<file path="src/rtl/fifo_write_scheduler_pkg.sv">
// rtl/fifo_write_scheduler_pkg.sv - shared defaults and index helper for the FIFO write scheduler
package fifo_write_scheduler_pkg;

  localparam int DEF_WIDTH     = 16;
  localparam int DEF_DEPTH     = 8;
  localparam int DEF_THRESHOLD = 5;
  localparam int DEF_NUM_REQ   = 4;

  // Modular increment of a requester index without a divider.
  function automatic int wrap_index(input int base, input int offset, input int n);
    int sum;
    sum = base + offset;
    if (sum >= n) begin
      sum = sum - n;
    end
    return sum;
  endfunction

endpackage

</file>
<file path="src/rtl/fifo_write_scheduler_arbiter.sv">
// rtl/fifo_write_scheduler_arbiter.sv - combinational round-robin arbiter
module rr_arbiter
  import fifo_write_scheduler_pkg::*;
#(
  parameter int NUM_REQ = DEF_NUM_REQ,
  localparam int IDX_W  = $clog2(NUM_REQ)
) (
  input  logic [NUM_REQ-1:0] eligible,
  input  logic [IDX_W-1:0]   ptr,
  output logic [NUM_REQ-1:0] grant,
  output logic [IDX_W-1:0]   grant_idx,
  output logic               any_grant
);

  // Search upward from ptr with wrap-around; first eligible requester wins.
  always_comb begin
    int idx;
    idx       = 0;
    grant     = '0;
    grant_idx = '0;
    any_grant = 1'b0;
    for (int off = 0; off < NUM_REQ; off++) begin
      idx = wrap_index(int'(ptr), off, NUM_REQ);
      if (!any_grant && eligible[idx]) begin
        grant[idx] = 1'b1;
        grant_idx  = IDX_W'(idx);
        any_grant  = 1'b1;
      end
    end
  end

endmodule

</file>
<file path="src/rtl/fifo_write_scheduler.sv">
// rtl/fifo_write_scheduler.sv - shares one FIFO write port among NUM_REQ producers
module fifo_write_scheduler
  import fifo_write_scheduler_pkg::*;
#(
  parameter int                 WIDTH      = DEF_WIDTH,
  parameter int                 DEPTH      = DEF_DEPTH,
  parameter int                 THRESHOLD  = DEF_THRESHOLD,
  parameter int                 NUM_REQ    = DEF_NUM_REQ,
  parameter logic [NUM_REQ-1:0] HIPRI_MASK = NUM_REQ'(1),
  localparam int                CNT_W      = $clog2(DEPTH + 1),
  localparam int                IDX_W      = $clog2(NUM_REQ)
) (
  input  logic                     clk,
  input  logic                     reset,
  input  logic [NUM_REQ-1:0]       req_valid,
  input  logic [NUM_REQ*WIDTH-1:0] req_data,
  output logic [NUM_REQ-1:0]       req_ready,
  output logic                     fifo_wr_en,
  output logic [WIDTH-1:0]         fifo_data,
  input  logic                     fifo_rd_en,
  input  logic                     fifo_overflow,
  input  logic                     fifo_underflow,
  output logic [CNT_W-1:0]         occupancy,
  output logic [IDX_W-1:0]         grant_id,
  output logic                     err
);

  logic [CNT_W:0]       reserved;
  logic                 room;
  logic                 below_thr;
  logic [NUM_REQ-1:0]   eligible;
  logic [NUM_REQ-1:0]   grant;
  logic [IDX_W-1:0]     grant_idx;
  logic                 any_grant;
  logic [IDX_W-1:0]     ptr;
  logic                 counted_read;
  logic [WIDTH-1:0]     sel_data;

  // The in-flight write is counted so a grant never targets a slot already promised.
  assign reserved  = {1'b0, occupancy} + {{CNT_W{1'b0}}, fifo_wr_en};
  assign room      = reserved < (CNT_W+1)'(DEPTH);
  assign below_thr = reserved < (CNT_W+1)'(THRESHOLD);
  // fifo_rd_en is deliberately absent here: no combinational path from the consumer.
  assign eligible  = req_valid & {NUM_REQ{room}} & ({NUM_REQ{below_thr}} | HIPRI_MASK);

  rr_arbiter #(.NUM_REQ(NUM_REQ)) u_arb (
    .eligible  (eligible),
    .ptr       (ptr),
    .grant     (grant),
    .grant_idx (grant_idx),
    .any_grant (any_grant)
  );

  assign req_ready    = grant;
  assign sel_data     = req_data[int'(grant_idx)*WIDTH +: WIDTH];
  assign counted_read = fifo_rd_en & (occupancy != '0);

  // Output registers, round-robin pointer, shadow occupancy and sticky error.
  always_ff @(posedge clk) begin
    if (reset) begin
      fifo_wr_en <= 1'b0;
      fifo_data  <= '0;
      occupancy  <= '0;
      grant_id   <= '0;
      ptr        <= '0;
      err        <= 1'b0;
    end else begin
      fifo_wr_en <= any_grant;
      if (any_grant) begin
        fifo_data <= sel_data;
        grant_id  <= grant_idx;
        ptr       <= IDX_W'(wrap_index(int'(grant_idx), 1, NUM_REQ));
      end
      occupancy <= occupancy + CNT_W'(fifo_wr_en) - CNT_W'(counted_read);
      if (fifo_overflow | fifo_underflow) begin
        err <= 1'b1;
      end
    end
  end

endmodule
</file>
<file path="config.mk">
export PLATFORM = sky130hd
export DESIGN_NAME = fifo_write_scheduler
export DESIGN_NICKNAME = d
export VERILOG_FILES = /design/src/rtl/fifo_write_scheduler_pkg.sv /design/src/rtl/fifo_write_scheduler_arbiter.sv /design/src/rtl/fifo_write_scheduler.sv
export SDC_FILE = /design/constraint.sdc
export NUM_CORES = 1
export LEC_CHECK = 0
export ABC_CLOCK_PERIOD_IN_PS = 3950
export BUFFER_PORTS_ARGS = -buffer_cell sky130_fd_sc_hd__buf_4
export CORE_MARGIN = 2
export CORE_UTILIZATION = 42
export CTS_CLUSTER_DIAMETER = 50
export CTS_CLUSTER_SIZE = 40
export DETAILED_ROUTE_END_ITERATION = 8
export GPL_TIMING_DRIVEN = 0
export PLACE_DENSITY = 0.74
export SYNTH_ARGS = -nofsm -noshare
export SYNTH_HDL_FRONTEND = slang
export SYNTH_SLANG_ARGS = --single-unit
export TNS_END_PERCENT = 100
</file>
<file path="constraint.sdc">
create_clock -name clk -period 3.95 [get_ports clk]
set_input_delay 0.1975 -clock clk [delete_from_list [all_inputs] [get_ports clk]]
set_output_delay 0.1975 -clock clk [all_outputs]
set_load 0.02 [all_outputs]
</file>
### After elaboration in Yosys (flattened, before gate mapping)

Cells that the tools add are included.

* flip-flop bits (word level): 26
* input bits: 73
* output and inout port bits: 28
* logic and storage cells: 89

* add/subtract/negate cells: 12
* magnitude comparators: 15
* shifts and indexed selects: 1
* mux-type cells: 37
* bitwise gates (word level): 7
* reduce and logical (&&, ||, !) cells: 11

Operators with widths (count)
* $ge A32 B1 Y1 const B: 4
* $lt A32 B4 Y1 const B: 4
* $mux W32: 4
* $ge A32 B4 Y1 const B: 3
* $sub A32 B4 Y32 const B: 3
* $shiftx A64 B7 Y16: 1
* $mux W1: 16
* $mux W4: 4
* $or A4 B4 Y4: 3
* $mux W2: 5
* $and A4 B4 Y4: 2
* $bmux W1 S2: 4
* $demux W1 S2: 4
* $logic_and A1 B1 Y1: 7
* $add A2 B1 Y3 const B: 2
* $add A2 B2 Y3 const B: 2
* $add A4 B1 Y5: 1
* $lt A5 B3 Y1 const B: 1
* $lt A5 B4 Y1 const B: 1
* $add A4 B1 Y4: 1
* $reduce_bool A4 Y1: 1
* $sub A2 B3 Y4 const B: 1
* $sub A4 B1 Y4: 1
* $ge A2 B3 Y1 const B: 1
* 5 further kinds: 7

### Longest topological paths before layout

Gate-level depths: netlist of run 1.

* word-level depth: 20
* depth in mapped cells: 13
* depth with buffers taken out: 10

### Modules after synthesis

From an unflattened synthesis of run 1, not the netlist that was laid out.

* cells, all modules: 187
* area total of the unflattened synthesis: 2029.4 µm²

By module, submodules not included
* fifo_write_scheduler: times used 1, cells an instance 139, area each 1569.0 µm², sequential area each 520.5 µm²
* rr_arbiter: times used 1, cells an instance 48, area each 460.4 µm², sequential area each 0.0 µm²

### Worst setup path after synthesis of run 1

OpenSTA, ideal clock, no wires.

* path kind: register to register
* from: register ptr[0]
* to: register fifo_data[0]
* data arrival time: 2994 ps
* slack: 834 ps
* stages on the path, launching flop included: 12
* period minus slack after synthesis: 3116 ps
* cell sequence: dfxtp_1 -> buf_4 -> buf_6 -> inv_1 -> ha_1 -> or4bb_1 -> o211ai_1 -> nand4_1 -> o22ai_2 -> buf_2 -> mux2_2 -> a221o_1

* cells in the longest elaborated chain, start to end: 16

RTL lines
* start, declared: RTL line fifo_write_scheduler.sv:35 `logic [IDX_W-1:0] ptr;`
* start signal, assigned: RTL line fifo_write_scheduler.sv:72 `ptr <= IDX_W'(wrap_index(int'(grant_idx), 1, NUM_REQ));`
* parallel branches: the longest is 16 deep, another holds $sub A32 B4 Y32
* end signal, assigned: RTL line fifo_write_scheduler.sv:70 `fifo_data <= sel_data;`
* end, declared: RTL line fifo_write_scheduler.sv:19 `output logic [WIDTH-1:0] fifo_data,`

Several ways; the timed one is not identified. The select of a mux whose other input is x is not followed.
A chain may end at the register's enable or synchronous reset.

### Worst setup path in the final report of run 1

* from: register ptr[0]
* to: register fifo_data[7]

The elaborated chain is that of the path after synthesis.

==> impl_metrics.tcl, run 1 <==
set metrics [dict create \
    outcome "finished, final reports clean" \
    path_buf_inv 4 \
    finalSetupViolCount 0 \
    endpoint_kind "flip-flop" \
    cp_data_required_time_ps 4120 \
    tightest_slew_ps 516 \
    chipWidth_um 75.2 \
    postSynthCellCount 226 \
    drcViolationCount 0 \
    cp.depth 11 \
    post-route-util 0.630 \
    ant_nets 0 \
    rsz0062_at_grt "no" \
    max_freq_mhz 280 \
    synth_top_area_frac 0.245 \
    grt_pass1_vias 2057 \
    drive_gt1_frac 0.418 \
    synthArstFlopShare 0 \
    wl_per_cell_um 13.8 \
    final_nets 422 \
    via_per_inst 5.32 \
    cp-startpoint "ptr[0]" \
    die_area_um2 5650 \
    grt_antenna_before_repair 0 \
    grt_pass1_wl_mm 9.10 \
    final_area_um2 3030 \
    core-area_um2 4820 \
    rows 25 \
    drv_slew 0 \
    syn_nets 317 \
    clkLatencyLatePin_ps 270 \
    synth_flop_cell "dfxtp_1" \
    cts_tree "built" \
    max_cap_viol_count 0 \
    leakagePower_nw 1.42 \
    cts-htree-levels 1 \
    start_util 0.442 \
    path_clk_slew_ps 90 \
    fillers 431 \
    mappedNetlistArea_um2 2130 \
    r2r_start "ptr[0]" \
    setup-tns-final_ps 0 \
    synth_seq_area_share 0.245 \
    yosys_warnings 0 \
    synth.most_common_cell "dfxtp_1" \
    cts_hold_buf 0 \
    synth-seq-cells 26 \
    gp_congestion 0.775 \
    track_usage 0.206 \
    drt_pass1_iterations 4 \
    hold_violations 0 \
    grt_max_degree 16 \
    num_antenna_cells 0 \
    hold_path_class "input pin to flip-flop" \
    cts.repair.resized 0 \
    yosysUniqueCellTypes 49 \
    ff2ff_path_depth 11 \
    cts_buffers 3 \
    hpwl_mm 4.51 \
    postSynthAreaPerCell_um2 9.41 \
    synthTopCellsByCount "dfxtp_1 (26), mux2i_1 (21), ha_1 (17), nor2_1 (17), mux2_2 (14)" \
    layoutNonFillerInstCount 397 \
    crit_fanout 10 \
    period_share 0.904 \
    cpPeakStageDelay_ps 490 \
    post-cts-setup-buffers 0 \
    worst_ir_drop_vdd_mv 0.503 \
    path_cells "buf_4 > buf_6 > inv_1 > ha_1 > or4bb_1 > o211ai_1 > nand4_1 > o22ai_2 > buf_2 > mux2_2 > a221o_1" \
    crit_type "flip-flop to flip-flop" \
    placed_area_um2 2960 \
    cp_slowest_cell "or4bb_1" \
    cts_sinks 26 \
    synth-edff-count 0 \
    io_buffer_count 100 \
    pin_count 101 \
    synthToLayoutAreaGrowth_pct 42.6 \
    fin_ws_ps 378 \
    timing.rr.end "fifo_data[7]" \
    dp_cells 393 \
    finalClockSkew_ps 5.30 \
    dp_slack_ps 358 \
    worst-endpoint-arrival_ps 3740 \
    wl_mm 5.48 \
    synth_area_leaders "dfxtp_1 (24%), ha_1 (10%), mux2i_1 (9.9%)" \
    dr_total_vias 2112 \
    drtIter0Drc 62 \
    grt-ovfl-total 0 \
    die_h_um 75.2 \
    power.density_nw_per_um2 896 \
    layout_min_cycle_time_ps 3570 \
    synth_top_cell_by_area "dfxtp_1" \
    clockRootBuffer "clkbuf_8" \
    cpLargestDelayFamily "buffers and inverters" \
    start_kind "flip-flop" \
    crit_end "fifo_data[7]" \
    slew_headroom 0.656 \
    holdWs_ps 135 \
    power_mw 2.72 \
    cts.path.max_buffers 2 \
    regToRegSetupSlack_ps 380 \
]
==> per-layer routing <==
metal | routed length (um) | global-route usage | vias up
li1 | - | - | 1064
met1 | 2270 | 0.250 | 960
met2 | 2740 | 0.373 | 83
met3 | 415 | 0.0442 | 5
met4 | 45 | 0.0429 | 0
met5 | 0 | 0 | -
==> flip-flops by register name (all words and copies together) (netlist names) <==
signal and count:
grant_id 2, occupancy 4, ptr 2, fifo_wr_en 1, err 1, fifo_data 16
==> cell usage in the layout (no fill, tap or decap), types with 4 or more instances in the layout <==
master	count
nor2_1	17
mux2_2	14
a221o_1	11
nor2b_1	5
ha_1	17
a21oi_1	4
o21ai_0	8
buf_6	5
buf_4	103
dfxtp_1	26
inv_1	12
a311oi_1	4
a22oi_1	10
clkbuf_1	4
mux2i_1	21
nor3_1	12
a211oi_1	4
nand2_1	4
==> tightest hold or removal path, cell delays in order <==
cell    delay, ps
buf_4          80
nor3_1         30
nor2_1         70
==> where the power goes <==
part           switching, mW  total, mW  internal, mW
logic                   1.09       2.03         0.949
registers             0.0858      0.460         0.374
clock network         0.0862      0.222         0.136
total                   1.26       2.72          1.46
==> final cells by class <==
cell class              instances  area [um^2]  area share
multi-input cells             172         1450       0.477
repair buffers                100          751       0.248
flip-flops and latches         26          520       0.172
plain buffers                  15          109      0.0359
well taps                      67         83.8      0.0276
inverters                      13         50.0      0.0165
clock buffers                   3         41.3      0.0136
clock inverters                 1         30.0     0.00990
==> kinds of logic after synthesis <==
logic type,synth area share
adders and majority gates,0.109
and+or+nand+nor,0.119
DFF,0.245
AOI/OAI and AO/OA,0.248
muxes,0.179
buffers and inverters,0.0747
xor gates and xnor gates,0.0241
==> worst min-delay path by stage <==
stage                   from      endpoint  slack [ps]  cells after the start
2_1_floorplan          reset  occupancy[0]         270                      1
3_3_place_gp   fifo_overflow           err         410                      3
3_5_place_dp   fifo_overflow           err         420                      3
4_1_cts        fifo_overflow           err         130                      3
5_1_grt                reset  occupancy[0]         150                      2
6_report       fifo_overflow           err         130                      3
No activity file was read; power rests on OpenSTA's default activity.
==> run 2: changes to the inputs <==
CORE_UTILIZATION = 47   (was 42)
PLACE_DENSITY = 0.81   (was 0.74)
==> run 2 against run 1 <==
Global-route usage grew 2.9 points; final cell count decreased by 3.8%; hold slack got worse by 11 ps; setup slack worse by 44 ps; sequential power increased by 0.9%; clock power rose by 2%; non-clock buffer count unchanged; critical path type unchanged; die area down 10%; critical path depth did not move; largest power group unchanged.
==> impl_metrics.tcl, run 2 (synthesized netlist as in run 1, its figures left out) <==
set metrics [dict create \
    outcome "finished, final reports clean" \
    dp_cells 378 \
    p_int_mw 1.46 \
    grt_max_degree 16 \
    largest_reg_flops 16 \
    core-area_um2 4350 \
    power.density_nw_per_um2 910 \
    cp_data_required_time_ps 4120 \
    p_clk_frac 0.083 \
    finalSetupViolCount 0 \
    drcViolationCount 0 \
    setup-tns-final_ps 0 \
    cp_slowest_cell "or4bb_1" \
    rsz0062_at_grt "no" \
    layoutNonFillerInstCount 382 \
    largestRegisters "fifo_data x16, occupancy x4" \
    slew_headroom 0.660 \
    start_util 0.489 \
    dr_total_vias 2106 \
    io_buffer_count 100 \
    post-route-util 0.692 \
    grt_pass1_wl_mm 9.74 \
    die_h_um 71.3 \
    drt_pass1_iterations 4 \
    share_seq_of_total_power 0.169 \
    drv_slew 0 \
    regArea_um2 520 \
    grt_antenna_before_repair 0 \
    cts_hold_buf 0 \
    period_share 0.915 \
    wl_per_cell_um 14.9 \
    top_usage_layer "met2" \
    grt_pass1_vias 2157 \
    via_per_inst 5.51 \
    cts-htree-levels 1 \
    wl_mm 5.71 \
    path_clk_slew_ps 100 \
    cpPeakStageDelay_ps 480 \
    max_freq_mhz 277 \
    switching_power_mw 1.28 \
    track_usage 0.235 \
    hold_violations 0 \
    endpoint_kind "flip-flop" \
    grt-ovfl-total 0 \
    clkLatencyLatePin_ps 280 \
    die_area_um2 5080 \
    gp_congestion 0.786 \
    fillers 353 \
    top_register "fifo_data" \
    post-cts-setup-buffers 0 \
    chipWidth_um 71.3 \
    drtIter0Drc 96 \
    finalClockSkew_ps 3.26 \
    cts_buffers 3 \
    clockRootBuffer "clkbuf_8" \
    cts_tree "built" \
    grt_use_met3 0.0520 \
    crit_fanout 10 \
    use_met2 0.442 \
    synthToLayoutAreaGrowth_pct 41.7 \
    hpwl_mm 4.56 \
    multiInputGateArea_um2 1450 \
    worst_ir_drop_vdd_mv 0.494 \
    grt_use_met1 0.267 \
    leakagePower_nw 1.42 \
    final_nets 422 \
    cts.path.max_buffers 2 \
    crit_type "flip-flop to flip-flop" \
    layout_min_cycle_time_ps 3620 \
    layout_common_cells "buf_4 (103), dfxtp_1 (26), mux2i_1 (21)" \
    start_kind "flip-flop" \
    worst-endpoint-arrival_ps 3790 \
    num_antenna_cells 0 \
    switching_share 0.468 \
    cts.repair.resized 0 \
    path_cells "buf_4 > buf_6 > inv_1 > ha_1 > or4bb_1 > o211ai_1 > nand4_1 > o22ai_2 > buf_2 > mux2_2 > a221o_1" \
    hold_path_class "input pin to flip-flop" \
    combPwrFrac 0.748 \
    final_common_cell "buf_4" \
    rows 24 \
    ant_nets 0 \
    drive_gt1_frac 0.418 \
    pin_count 101 \
    cts_sinks 26 \
    tightest_slew_ps 510 \
    max_cap_viol_count 0 \
]
run 2: path summary, 6_finish.rpt:
path            startpoint             to  slack, ps  cells past startpoint
max                 ptr[0]  fifo_data[13]        330                     11
min          fifo_overflow            err        120                      3
max reg2reg         ptr[0]  fifo_data[13]        330                     11
min reg2reg            err            err        490                      2
run 2: power by group through the flow:
stage	Sequential (mW)	Combinational, mW	Clock [mW]
after floorplan	0.558	1.42	0
after global placement	0.465	2.00	0
after detailed placement	0.467	2.05	0
after CTS	0.464	2.06	0.230
after global routing	0.479	2.25	0.241
final	0.464	2.05	0.227
run 2: cell type report:
cell class / count / share of cell area
multi-input cells: 172 / 0.480
repair buffers: 100 / 0.249
flip-flops and latches: 26 / 0.173
plain buffers: 15 / 0.0361
well taps: 52 / 0.0216
inverters: 13 / 0.0166
clock buffers: 3 / 0.0137
clock inverters: 1 / 0.00996
run 2: metal layers:
| layer | routed length, um | share of wire |
|---|---|---|
| met2 | 2900 | 0.51 |
| met4 | 60 | 0.011 |
| met3 | 399 | 0.070 |
| met1 | 2340 | 0.41 |
| met5 | 0 | 0 |
run 2: per-stage QoR:
| stage | cell area, um^2 | setup slack, ps | hold slack, ps | total power, mW |
|---|---|---|---|---|
| 2_1_floorplan | 2130 | 834 | 269 | 1.98 |
| 3_3_place_gp | 2940 | 408 | 406 | 2.47 |
| 3_5_place_dp | 2940 | 319 | 412 | 2.51 |
| 4_1_cts | 3010 | 319 | 121 | 2.75 |
| 5_1_grt | 3010 | 65.6 | 135 | 2.97 |
| 6_report | 3010 | 334 | 123 | 2.74 |
run 2: critical path: cells and delay by family (launching register included):
kind,cells,cell delay [ps]
AOI/OAI and AO/OA,3,850
adders and majority gates,1,380
buffers and inverters,4,820
DFF,1,450
muxes,1,370
and+or+nand+nor,2,630
